$ cat src/rtl/capture_pkg.sv
// Shared types and constants for the multi-channel capture controller.
package capture_pkg;

    typedef enum logic [2:0] {IDLE, PRE, ARMED, POST, DONE, DUMP} cap_state_e;

    localparam logic SINGLE = 1'b0;
    localparam logic CONT   = 1'b1;

endpackage

$ cat src/rtl/multi_chan_capture_if.sv
// Trigger, configuration, RAM-address and dump handshake bundle of the capture controller.
interface multi_chan_capture_if #(
    parameter int unsigned NCH  = 5,
    parameter int unsigned LOG2 = 9
) ();

    logic            wrt_smpl;
    logic [NCH-1:0]  chan_trig;
    logic            prot_trig;
    logic [NCH-1:0]  trig_en;
    logic            prot_en;
    logic            trig_and;
    logic            run_mode;
    logic            arm;
    logic            abort;
    logic [LOG2-1:0] trig_pos;
    logic            rd_start;
    logic            rd_next;
    logic            we;
    logic [LOG2-1:0] waddr;
    logic [LOG2-1:0] raddr;
    logic            armed;
    logic            triggered;
    logic            capture_done;
    logic            rd_last;

    modport master (
        output wrt_smpl, chan_trig, prot_trig, trig_en, prot_en, trig_and, run_mode,
        output arm, abort, trig_pos, rd_start, rd_next,
        input  we, waddr, raddr, armed, triggered, capture_done, rd_last
    );

    modport slave (
        input  wrt_smpl, chan_trig, prot_trig, trig_en, prot_en, trig_and, run_mode,
        input  arm, abort, trig_pos, rd_start, rd_next,
        output we, waddr, raddr, armed, triggered, capture_done, rd_last
    );

endinterface

$ cat src/rtl/mod_ptr.sv
// Modulo-DEPTH incrementing pointer with synchronous clear and parallel load.
module mod_ptr #(
    parameter int unsigned DEPTH = 384,
    parameter int unsigned W     = 9
) (
    input  logic         clk,
    input  logic         rst,
    input  logic         clr_i,
    input  logic         ld_i,
    input  logic [W-1:0] ld_val_i,
    input  logic         inc_i,
    output logic [W-1:0] ptr_o
);

    localparam logic [W-1:0] Last = W'(DEPTH - 1);

    logic [W-1:0] ptr_q, ptr_d;

    always_comb begin
        ptr_d = ptr_q;
        if (clr_i) begin
            ptr_d = '0;
        end else if (ld_i) begin
            ptr_d = ld_val_i;
        end else if (inc_i) begin
            ptr_d = (ptr_q == Last) ? '0 : ptr_q + W'(1);
        end
    end

    always_ff @(posedge clk) begin
        if (rst) begin
            ptr_q <= '0;
        end else begin
            ptr_q <= ptr_d;
        end
    end

    assign ptr_o = ptr_q;

endmodule

$ cat src/rtl/multi_chan_capture.sv
// Capture control for NCH trigger sources over a circular ENTRIES-deep sample RAM,
// with a programmable post-trigger count, sequenced dump and optional continuous re-arm.
module multi_chan_capture
    import capture_pkg::*;
#(
    parameter int unsigned NCH     = 5,
    parameter int unsigned ENTRIES = 384,
    parameter int unsigned LOG2    = 9
) (
    input logic                 clk,
    input logic                 rst,
    multi_chan_capture_if.slave bus
);

    localparam logic [LOG2-1:0] LastIdx  = LOG2'(ENTRIES - 1);
    localparam logic [LOG2:0]   EntriesW = (LOG2 + 1)'(ENTRIES);

    cap_state_e      state_q, state_d;
    logic [LOG2-1:0] cnt_q, cnt_d, cnt_inc;
    logic [LOG2-1:0] p_q, p_d, p_arm, fill_tgt;
    logic            armed_q, triggered_q, done_q, rd_last_q;
    logic            any_en, hit_or, hit_and, hit;
    logic            we, w_clr, r_ld, r_inc;
    logic [LOG2-1:0] waddr, raddr;

    assign any_en  = (|bus.trig_en) | bus.prot_en;
    assign hit_or  = (|(bus.chan_trig & bus.trig_en)) | (bus.prot_trig & bus.prot_en);
    assign hit_and = (&(bus.chan_trig | ~bus.trig_en)) & (bus.prot_trig | ~bus.prot_en);
    assign hit     = any_en & (bus.trig_and ? hit_and : hit_or);

    always_comb begin
        if (bus.trig_pos == '0) begin
            p_arm = LOG2'(1);
        end else if ({1'b0, bus.trig_pos} >= EntriesW) begin
            p_arm = LastIdx;
        end else begin
            p_arm = bus.trig_pos;
        end
    end

    // Wraps correctly even when ENTRIES == 2**LOG2.
    assign fill_tgt = LOG2'(ENTRIES) - p_q;
    assign cnt_inc  = cnt_q + LOG2'(1);

    assign we = bus.wrt_smpl & ~bus.abort & ~rst &
                ((state_q == PRE) | (state_q == ARMED) | (state_q == POST));

    always_comb begin
        state_d = state_q;
        cnt_d   = cnt_q;
        p_d     = p_q;
        w_clr   = 1'b0;
        r_ld    = 1'b0;
        r_inc   = 1'b0;
        if (bus.abort) begin
            state_d = IDLE;
            cnt_d   = '0;
            w_clr   = 1'b1;
        end else begin
            unique case (state_q)
                IDLE: begin
                    if (bus.arm) begin
                        state_d = PRE;
                        cnt_d   = '0;
                        p_d     = p_arm;
                        w_clr   = 1'b1;
                    end
                end
                PRE: begin
                    if (bus.wrt_smpl) begin
                        cnt_d = cnt_inc;
                        if (cnt_inc == fill_tgt) state_d = ARMED;
                    end
                end
                ARMED: begin
                    if (bus.wrt_smpl && hit) begin
                        cnt_d   = LOG2'(1);
                        state_d = (p_q == LOG2'(1)) ? DONE : POST;
                    end
                end
                POST: begin
                    if (bus.wrt_smpl) begin
                        cnt_d = cnt_inc;
                        if (cnt_inc == p_q) state_d = DONE;
                    end
                end
                DONE: begin
                    if (bus.arm) begin
                        state_d = PRE;
                        cnt_d   = '0;
                        p_d     = p_arm;
                        w_clr   = 1'b1;
                    end else if (bus.rd_start) begin
                        state_d = DUMP;
                        cnt_d   = '0;
                        r_ld    = 1'b1;
                    end
                end
                DUMP: begin
                    if (bus.rd_start) begin
                        cnt_d = '0;
                        r_ld  = 1'b1;
                    end else if (bus.rd_next) begin
                        r_inc = 1'b1;
                        if (cnt_q == LastIdx) begin
                            cnt_d   = '0;
                            state_d = (bus.run_mode == CONT) ? PRE : DONE;
                        end else begin
                            cnt_d = cnt_inc;
                        end
                    end
                end
                default: state_d = IDLE;
            endcase
        end
    end

    always_ff @(posedge clk) begin
        if (rst) begin
            state_q     <= IDLE;
            cnt_q       <= '0;
            p_q         <= LOG2'(1);
            armed_q     <= 1'b0;
            triggered_q <= 1'b0;
            done_q      <= 1'b0;
            rd_last_q   <= 1'b0;
        end else begin
            state_q     <= state_d;
            cnt_q       <= cnt_d;
            p_q         <= p_d;
            armed_q     <= (state_d == ARMED);
            triggered_q <= (state_d == POST);
            done_q      <= (state_d == DONE);
            rd_last_q   <= (state_d == DUMP) && (cnt_d == LastIdx);
        end
    end

    mod_ptr #(
        .DEPTH (ENTRIES),
        .W     (LOG2)
    ) u_wptr (
        .clk      (clk),
        .rst      (rst),
        .clr_i    (w_clr),
        .ld_i     (1'b0),
        .ld_val_i ('0),
        .inc_i    (we),
        .ptr_o    (waddr)
    );

    // Dump starts at waddr, which holds the oldest sample once the buffer is frozen.
    mod_ptr #(
        .DEPTH (ENTRIES),
        .W     (LOG2)
    ) u_rptr (
        .clk      (clk),
        .rst      (rst),
        .clr_i    (bus.abort),
        .ld_i     (r_ld),
        .ld_val_i (waddr),
        .inc_i    (r_inc),
        .ptr_o    (raddr)
    );

    assign bus.we           = we;
    assign bus.waddr        = waddr;
    assign bus.raddr        = raddr;
    assign bus.armed        = armed_q;
    assign bus.triggered    = triggered_q;
    assign bus.capture_done = done_q;
    assign bus.rd_last      = rd_last_q;

endmodule

$ cat src/flat_wrapper.sv
// flat-port wrapper written by rule: the top's interface ports become plain ports
module multi_chan_capture_flat import capture_pkg::*;
#(
    parameter int unsigned NCH     = 5,
    parameter int unsigned ENTRIES = 384,
    parameter int unsigned LOG2    = 9
)
  (clk, rst, bus_wrt_smpl, bus_chan_trig, bus_prot_trig, bus_trig_en, bus_prot_en, bus_trig_and, bus_run_mode, bus_arm, bus_abort, bus_trig_pos, bus_rd_start, bus_rd_next, bus_we, bus_waddr, bus_raddr, bus_armed, bus_triggered, bus_capture_done, bus_rd_last);
  multi_chan_capture_if #(.NCH(NCH), .LOG2(LOG2)) bus_i ();
  input logic clk;
  input logic rst;
  input wire logic [$bits(bus_i.wrt_smpl)-1:0] bus_wrt_smpl;
  input wire logic [$bits(bus_i.chan_trig)-1:0] bus_chan_trig;
  input wire logic [$bits(bus_i.prot_trig)-1:0] bus_prot_trig;
  input wire logic [$bits(bus_i.trig_en)-1:0] bus_trig_en;
  input wire logic [$bits(bus_i.prot_en)-1:0] bus_prot_en;
  input wire logic [$bits(bus_i.trig_and)-1:0] bus_trig_and;
  input wire logic [$bits(bus_i.run_mode)-1:0] bus_run_mode;
  input wire logic [$bits(bus_i.arm)-1:0] bus_arm;
  input wire logic [$bits(bus_i.abort)-1:0] bus_abort;
  input wire logic [$bits(bus_i.trig_pos)-1:0] bus_trig_pos;
  input wire logic [$bits(bus_i.rd_start)-1:0] bus_rd_start;
  input wire logic [$bits(bus_i.rd_next)-1:0] bus_rd_next;
  output wire logic [$bits(bus_i.we)-1:0] bus_we;
  output wire logic [$bits(bus_i.waddr)-1:0] bus_waddr;
  output wire logic [$bits(bus_i.raddr)-1:0] bus_raddr;
  output wire logic [$bits(bus_i.armed)-1:0] bus_armed;
  output wire logic [$bits(bus_i.triggered)-1:0] bus_triggered;
  output wire logic [$bits(bus_i.capture_done)-1:0] bus_capture_done;
  output wire logic [$bits(bus_i.rd_last)-1:0] bus_rd_last;
  assign bus_i.wrt_smpl = bus_wrt_smpl;
  assign bus_i.chan_trig = bus_chan_trig;
  assign bus_i.prot_trig = bus_prot_trig;
  assign bus_i.trig_en = bus_trig_en;
  assign bus_i.prot_en = bus_prot_en;
  assign bus_i.trig_and = bus_trig_and;
  assign bus_i.run_mode = bus_run_mode;
  assign bus_i.arm = bus_arm;
  assign bus_i.abort = bus_abort;
  assign bus_i.trig_pos = bus_trig_pos;
  assign bus_i.rd_start = bus_rd_start;
  assign bus_i.rd_next = bus_rd_next;
  assign bus_we = bus_i.we;
  assign bus_waddr = bus_i.waddr;
  assign bus_raddr = bus_i.raddr;
  assign bus_armed = bus_i.armed;
  assign bus_triggered = bus_i.triggered;
  assign bus_capture_done = bus_i.capture_done;
  assign bus_rd_last = bus_i.rd_last;
  multi_chan_capture #(.NCH(NCH), .ENTRIES(ENTRIES), .LOG2(LOG2)) u_core (.clk(clk), .rst(rst), .bus(bus_i));
endmodule
$ cat config.mk
export PLATFORM = sky130hd
export DESIGN_NAME = multi_chan_capture_flat
export DESIGN_NICKNAME = d
export VERILOG_FILES = /design/src/rtl/capture_pkg.sv /design/src/rtl/multi_chan_capture_if.sv /design/src/rtl/mod_ptr.sv /design/src/rtl/multi_chan_capture.sv /design/src/flat_wrapper.sv
export SDC_FILE = /design/constraint.sdc
export NUM_CORES = 1
export LEC_CHECK = 0
export CORE_ASPECT_RATIO = 0.6
export CORE_MARGIN = 2
export CORE_UTILIZATION = 50
export CTS_CLUSTER_SIZE = 28
export DETAILED_ROUTE_END_ITERATION = 7
export HOLD_SLACK_MARGIN = 0.06
export PLACE_DENSITY = 0.76
export SLEW_MARGIN = 20
export SYNTH_ARGS = -nofsm -noshare
export SYNTH_HDL_FRONTEND = slang
export SYNTH_SLANG_ARGS = --single-unit
$ cat constraint.sdc
create_clock -name clk -period 5.5 [get_ports clk]
set_input_delay 0.55 -clock clk [delete_from_list [all_inputs] [get_ports clk]]
set_output_delay 0.55 -clock clk [all_outputs]
set_load 0.02 [all_outputs]
### Yosys cells after proc, flatten, opt, wreduce, memory -nomap -nowiden

Cells that the tools add are included.

| word-level totals | value |
|---|---|
| RAM bits | 0 |
| memories | 0 |
| latch bits | 0 |
| bits in registers | 43 |
| logic and storage cells | 103 |
| memory bits (read-only) | 0 |
| input bits | 30 |
| output and inout bits | 23 |

| operators by class | value |
|---|---|
| add/sub/neg operators | 4 |
| multiply operators | 0 |
| magnitude comparators | 1 |
| div/mod/pow operators | 0 |
| equality and inequality tests | 16 |
| multiplexer cells | 43 |
| reduce and logical (&&, ||, !) cells | 13 |
| shift-type cells | 0 |
| bitwise logic cells | 17 |

Operator list:

| kind | number |
|---|---|
| 9-bit two-way mux | 15 |
| 9-bit case mux with 5 select lines | 1 |
| 3-bit two-way mux | 14 |
| 9-bit equality test (second input constant) | 4 |
| 9-bit by 1-bit adder with 9-bit output (second input constant) | 3 |
| 9-bit equality test | 2 |
| 3-bit case mux with 6 select lines | 1 |
| 3-bit by 2-bit equality test with 1-bit output (second input constant) | 4 |
| 3-bit equality test (second input constant) | 4 |
| 1-bit two-way mux | 11 |
| 5-bit OR reduction | 2 |
| 9-bit by 1-bit equality test with 1-bit output (second input constant) | 1 |
| 9-bit greater-or-equal comparator (second input constant) | 1 |
| 9-bit zero test | 1 |
| 9-bit subtractor (first input constant) | 1 |
| 2-bit OR reduction | 4 |
| 1-bit AND | 6 |
| 5-bit AND | 1 |
| 5-bit NOT | 1 |
| 1-bit bitwise OR | 5 |
| 5-bit bitwise OR | 1 |
| 5-bit AND reduction | 1 |
| 3-bit by 1-bit equality test with 1-bit output (second input constant) | 1 |
| 3-bit zero test | 1 |
| other kinds (5) | 8 |

### Depth between registers and ports, before layout

| logic depth | value |
|---|---|
| depth after elaboration | 12 |
| depth in mapped cells | 9 |
| depth with buffers taken out | 9 |

### By module

Synthesis repeated with hierarchy kept, for this count alone.

| second synthesis, totals | value |
|---|---|
| cells, all modules | 420 |
| area total of the unflattened synthesis | 3244.4 µm² |

By module, submodules not included:

| module | instances | area each (µm²) | seq. area each (µm²) | cells an instance |
|---|---|---|---|---|
| multi_chan_capture | 1 | 2143.3 | 500.5 | 288 |
| mod_ptr | 2 | 550.5 | 180.2 | 66 |

### Worst setup path after synthesis

Ideal clock, no wire load.

| timing path | value |
|---|---|
| path kind | reg-to-reg |
| start point | register u_core.cnt_q[0] |
| end point | register u_core.rd_last_q (netlist: u_core.bus.rd_last) |
| arrival | 2392 ps |
| setup slack | 3020 ps |
| cell stages (with the launch flop) | 10 |
| path buffers | 1 |
| cell sequence | dfxtp_1 ha_1 and3_1 buf_4 xnor2_1 or4_4 a2111oi_4 and3_1 o211ai_1 nor4_2 |

| on the way | value |
|---|---|
| cells in the longest elaborated chain, start to end | 8 |
| elaborated cells on any way between the ends | 26 |
| classes of those cells | add/sub (1); eq/ne (5); mux (19); reduce/logical (1) |

Ends and longest elaborated chain:

| item | line | source |
|---|---|---|
| start, declared | multi_chan_capture.sv:19 | `logic [LOG2-1:0] cnt_q, cnt_d, cnt_inc;` |
| start signal, assigned | multi_chan_capture.sv:129 | `cnt_q <= cnt_d;` |
| 9-bit by 1-bit adder with 9-bit output / 9-bit equality test (equally long branches) | multi_chan_capture.sv:43, multi_chan_capture.sv:105 |  |
| 9-bit equality test (tied with other cells) | multi_chan_capture.sv:84 | `if (cnt_inc == p_q) state_d = DONE;` |
| 3-bit two-way mux (tied with other cells) | multi_chan_capture.sv:84 |  |
| 3-bit two-way mux (tied with other cells) | multi_chan_capture.sv:82 | `if (bus.wrt_smpl) begin` |
| 3-bit case mux with 6 select lines / 9-bit case mux with 5 select lines (equally long branches) | multi_chan_capture.sv:60 | `unique case (state_q)` |
| 3-bit two-way mux / 9-bit two-way mux (equally long branches) | multi_chan_capture.sv:55 | `if (bus.abort) begin` |
| 3-bit equality test / 9-bit equality test (equally long branches) | multi_chan_capture.sv:134 | `rd_last_q <= (state_d == DUMP) && (cnt_d == LastIdx);` |
| 1-bit logical AND * | multi_chan_capture.sv:134 |  |
| end signal, assigned | multi_chan_capture.sv:134 |  |
| end, declared | multi_chan_capture.sv:21 | `logic armed_q, triggered_q, done_q, rd_last_q;` |

Mark *: on every way between the ends. The rest lies on a longest branch, timed or not.
A chain may end at the register's enable or synchronous reset.

### Final worst setup path

| timing path | value |
|---|---|
| start point | input rst |
| end point | output bus_we |

| on the way | value |
|---|---|
| cells in the longest elaborated chain, start to end | 3 |

Ends and longest elaborated chain:

| item | line | source |
|---|---|---|
| start, declared | flat_wrapper.sv:11 | `input logic rst;` |
| 1-bit NOT | multi_chan_capture.sv:45 | `assign we = bus.wrt_smpl & ~bus.abort & ~rst &` |
| 1-bit AND (2 in a row) | multi_chan_capture.sv:45 |  |
| end, declared | flat_wrapper.sv:24 | `output wire logic [$bits(bus_i.we)-1:0] bus_we;` |

Every way passes these cells.

==> impl_metrics.env <==
export IMPL_status="finished, final reports clean"
export IMPL_synth_top_cell_area_share_pct=28.6
export IMPL_setup_tns_ns=0
export IMPL_crit_start="rst"
export IMPL_hold_worst_slack_ns=0.522
export IMPL_grt_pass1_vias=2770
export IMPL_insertion_delay_ns=0.31
export IMPL_worst_ep_arrival_time_ns=2.54
export IMPL_ys_ff_latch=43
export IMPL_synth_avg_cell_area_um2=7.85
export IMPL_rr_worst_depth=8
export IMPL_p_comb_share_pct=15.3
export IMPL_nets=460
export IMPL_p_seq_share_pct=46.8
export IMPL_power_density_nw_per_um2=190
export IMPL_power_leakage_uw=0.00127
export IMPL_ys_seq_area_share_pct=28.6
export IMPL_drt_iter0_drc=379
export IMPL_synth_cell_type_count=65
export IMPL_clock_power_share_pct=37.9
export IMPL_finalHoldViolCount=0
export IMPL_drc=0
export IMPL_fillers=511
export IMPL_post_cts_setup_buffers=0
export IMPL_period_minus_slack_ns=3.09
export IMPL_crit_type="input pin to primary output"
export IMPL_worstHoldStart="u_core.p_q[4]"
export IMPL_cp_num_buf_inv=2
export IMPL_cpMostUsedCell="clkdlybuf4s50_1"
export IMPL_ir_drop_mv=0.154
export IMPL_setup_violations=0
export IMPL_clockBufferDepth=2
export IMPL_die_w_um=104
export IMPL_cpLargestDelayFamily="buffers and inverters"
export IMPL_synth_top_area_cell="dfxtp_1"
export IMPL_place_gp_congestion=1.07
export IMPL_maxSlewHeadroom_pct=29.5
export IMPL_dp_cells=498
export IMPL_syn_num_nets=418
export IMPL_synth_area_um2=3010
export IMPL_n_antenna_cell=0
export IMPL_grt_usage_pct=27.2
export IMPL_hpwl_um=6870
export IMPL_hold_class="register to register"
export IMPL_internal_power_uw=503
export IMPL_crit_fanout=12
export IMPL_routed_wl_um=8870
export IMPL_vias=3142
export IMPL_clkTransAtPathRegs_ns=0.09
export IMPL_antenna_found_initial=0
export IMPL_worst_path_max_delay_cell="clkdlybuf4s50_1"
export IMPL_synth_top_cells_by_count="43 x dfxtp_1, 34 x nor2_1, 32 x nand2_1"
export IMPL_cap_violations=0
export IMPL_start_util_pct=53.0
export IMPL_ys_warn_count=0
export IMPL_yosys_most_used_dff="dfxtp_1"
export IMPL_cts_resized=0
export IMPL_worst_slew_pin_transition_ns=1.05
export IMPL_grt_max_degree=17
export IMPL_antenna_left=0
export IMPL_numCtsBuffers=5
export IMPL_clkSinkCount=43
export IMPL_cp_depth=4
export IMPL_ioPinCount=53
export IMPL_cts_tree="built"
export IMPL_clock_skew_ns=0.00495
export IMPL_required_ns=4.95
export IMPL_overflow=0
export IMPL_cp_end_kind="primary output"
export IMPL_dr_pass1_iters=5
export IMPL_coreArea_um2=5680
export IMPL_power_total_uw=693
export IMPL_rsz0062_at_grt="no"
export IMPL_clockRootBuffer="clkbuf_8"
export IMPL_holdPathStages=2
export IMPL_seq_area_um2=861
export IMPL_area_delta_synth_final_pct=21.6
export IMPL_async_flop_share_pct=0
export IMPL_startpoint_type="input pin"
export IMPL_r2r_start="u_core.cnt_q[0]"
export IMPL_finalNonFillerCells=506
export IMPL_syn_inst=383
export IMPL_yosysMostFrequentCell="dfxtp_1"
export IMPL_p_sw_uw=190
export IMPL_yosys_top_cells_area="dfxtp_1 29%, nor2_1 4.2%, nand2_1 4.0%"
export IMPL_synth_edf_count=0
export IMPL_finalCritPeriodShare_pct=56.1
export IMPL_grt_pass1_wl_um=14200
export IMPL_cts_max_level=2
export IMPL_path_cells="clkdlybuf4s50_1 > nor2_1 > o211a_1 > clkdlybuf4s50_1"
export IMPL_holdBufCountCts=0
export IMPL_dieArea_um2=6670
export IMPL_multi_input_area_um2=1990
export IMPL_drive_gt1_share_pct=7.28
export IMPL_drv_slew=0
export IMPL_fmax_mhz=324
export IMPL_row_count=21
export IMPL_drt_vias_per_instance=6.21
export IMPL_slowest_delay_ns=0.65
export IMPL_io_buffers=52
export IMPL_wl_per_cell_um=17.5
export IMPL_die_h_um=64.1
export IMPL_power_share_switching_pct=27.5
[cells in the final DEF (no fill, tap or decap), drive strengths merged, types with 6 or more instances in the layout]
cell / count
nand4: 8
and2: 6
a22oi: 7
nor2b: 8
inv: 19
a21oi: 20
nor2: 34
or2: 7
and3: 11
a31oi: 6
dfxtp: 43
o211ai: 11
clkdlybuf4s50: 52
xor2: 10
nor3: 15
or3: 6
nand2: 32
nand3: 20
o21ai: 17
xnor2: 11
nand2b: 6
[tightest hold or removal path: cells and delay by family (launching register included)]
kind | cells | cell delay, ns
compound gates | 1 | 0.05
flops | 1 | 0.36
simple gates | 1 | 0.07
[area by class of cell]
cell class	count	area share (%)
Sequential cell	43	23.5
Clock buffer	5	1.88
Tap cell	80	2.74
Clock inverter	3	1.27
Inverter	18	1.85
Multi-Input combinational cell	305	54.5
Timing Repair Buffer	52	14.2
[path summary, 6_finish.rpt]
check	to	slack, ns
worst max-delay path	bus_we	2.41
worst min-delay path	u_core.p_q[4]	0.52
worst max register to register	u_core.bus.armed	2.47
worst min register to register	u_core.p_q[4]	0.52
[stage by stage]
stage / instance area [µm²] / worst slack [ns] / utilization, %
3_3_place_gp: 3540 / 2.45 / 62.4
2_1_floorplan: 3010 / 3.02 / -
3_5_place_dp: 3540 / 2.40 / 62.4
5_1_grt: 3660 / 2.25 / 64.4
4_1_cts: 3660 / 2.42 / 64.4
6_report: 3660 / 2.41 / 64.4
[flip-flops by register name, indices dropped and copies added (netlist names)]
name,flops
u_core.cnt_q,9
u_core.u_wptr.ptr_o,9
u_core.bus.capture_done,1
u_core.state_q,3
u_core.u_rptr.ptr_o,9
u_core.bus.rd_last,1
u_core.bus.armed,1
u_core.p_q,9
u_core.bus.triggered,1
[power by group through the flow]
| stage | clock network, µW | registers, µW | logic (µW) |
|---|---|---|---|
| after floorplan | 0 | 327 | 63.7 |
| after global placement | 0 | 331 | 101 |
| after detailed placement | 0 | 331 | 103 |
| after CTS | 263 | 324 | 103 |
| after global routing | 278 | 325 | 115 |
| final | 262 | 324 | 106 |
[metal layers]
layer,vias to the layer above,wire length (µm),global-route usage (%)
li1,1490,-,-
met1,1454,4480,43.0
met2,183,3320,35.4
met3,15,957,7.14
met4,0,108,6.42
met5,-,0,0
[kinds of logic after synthesis]
group | share of synthesized area [%]
flops | 28.6
simple gates | 32.3
mux | 0.666
buf+inv | 5.08
compound gates | 22.6
xor+xnor | 8.66
fa+ha+maj | 2.08
Note: power is estimated with default switching activity, not from simulation.
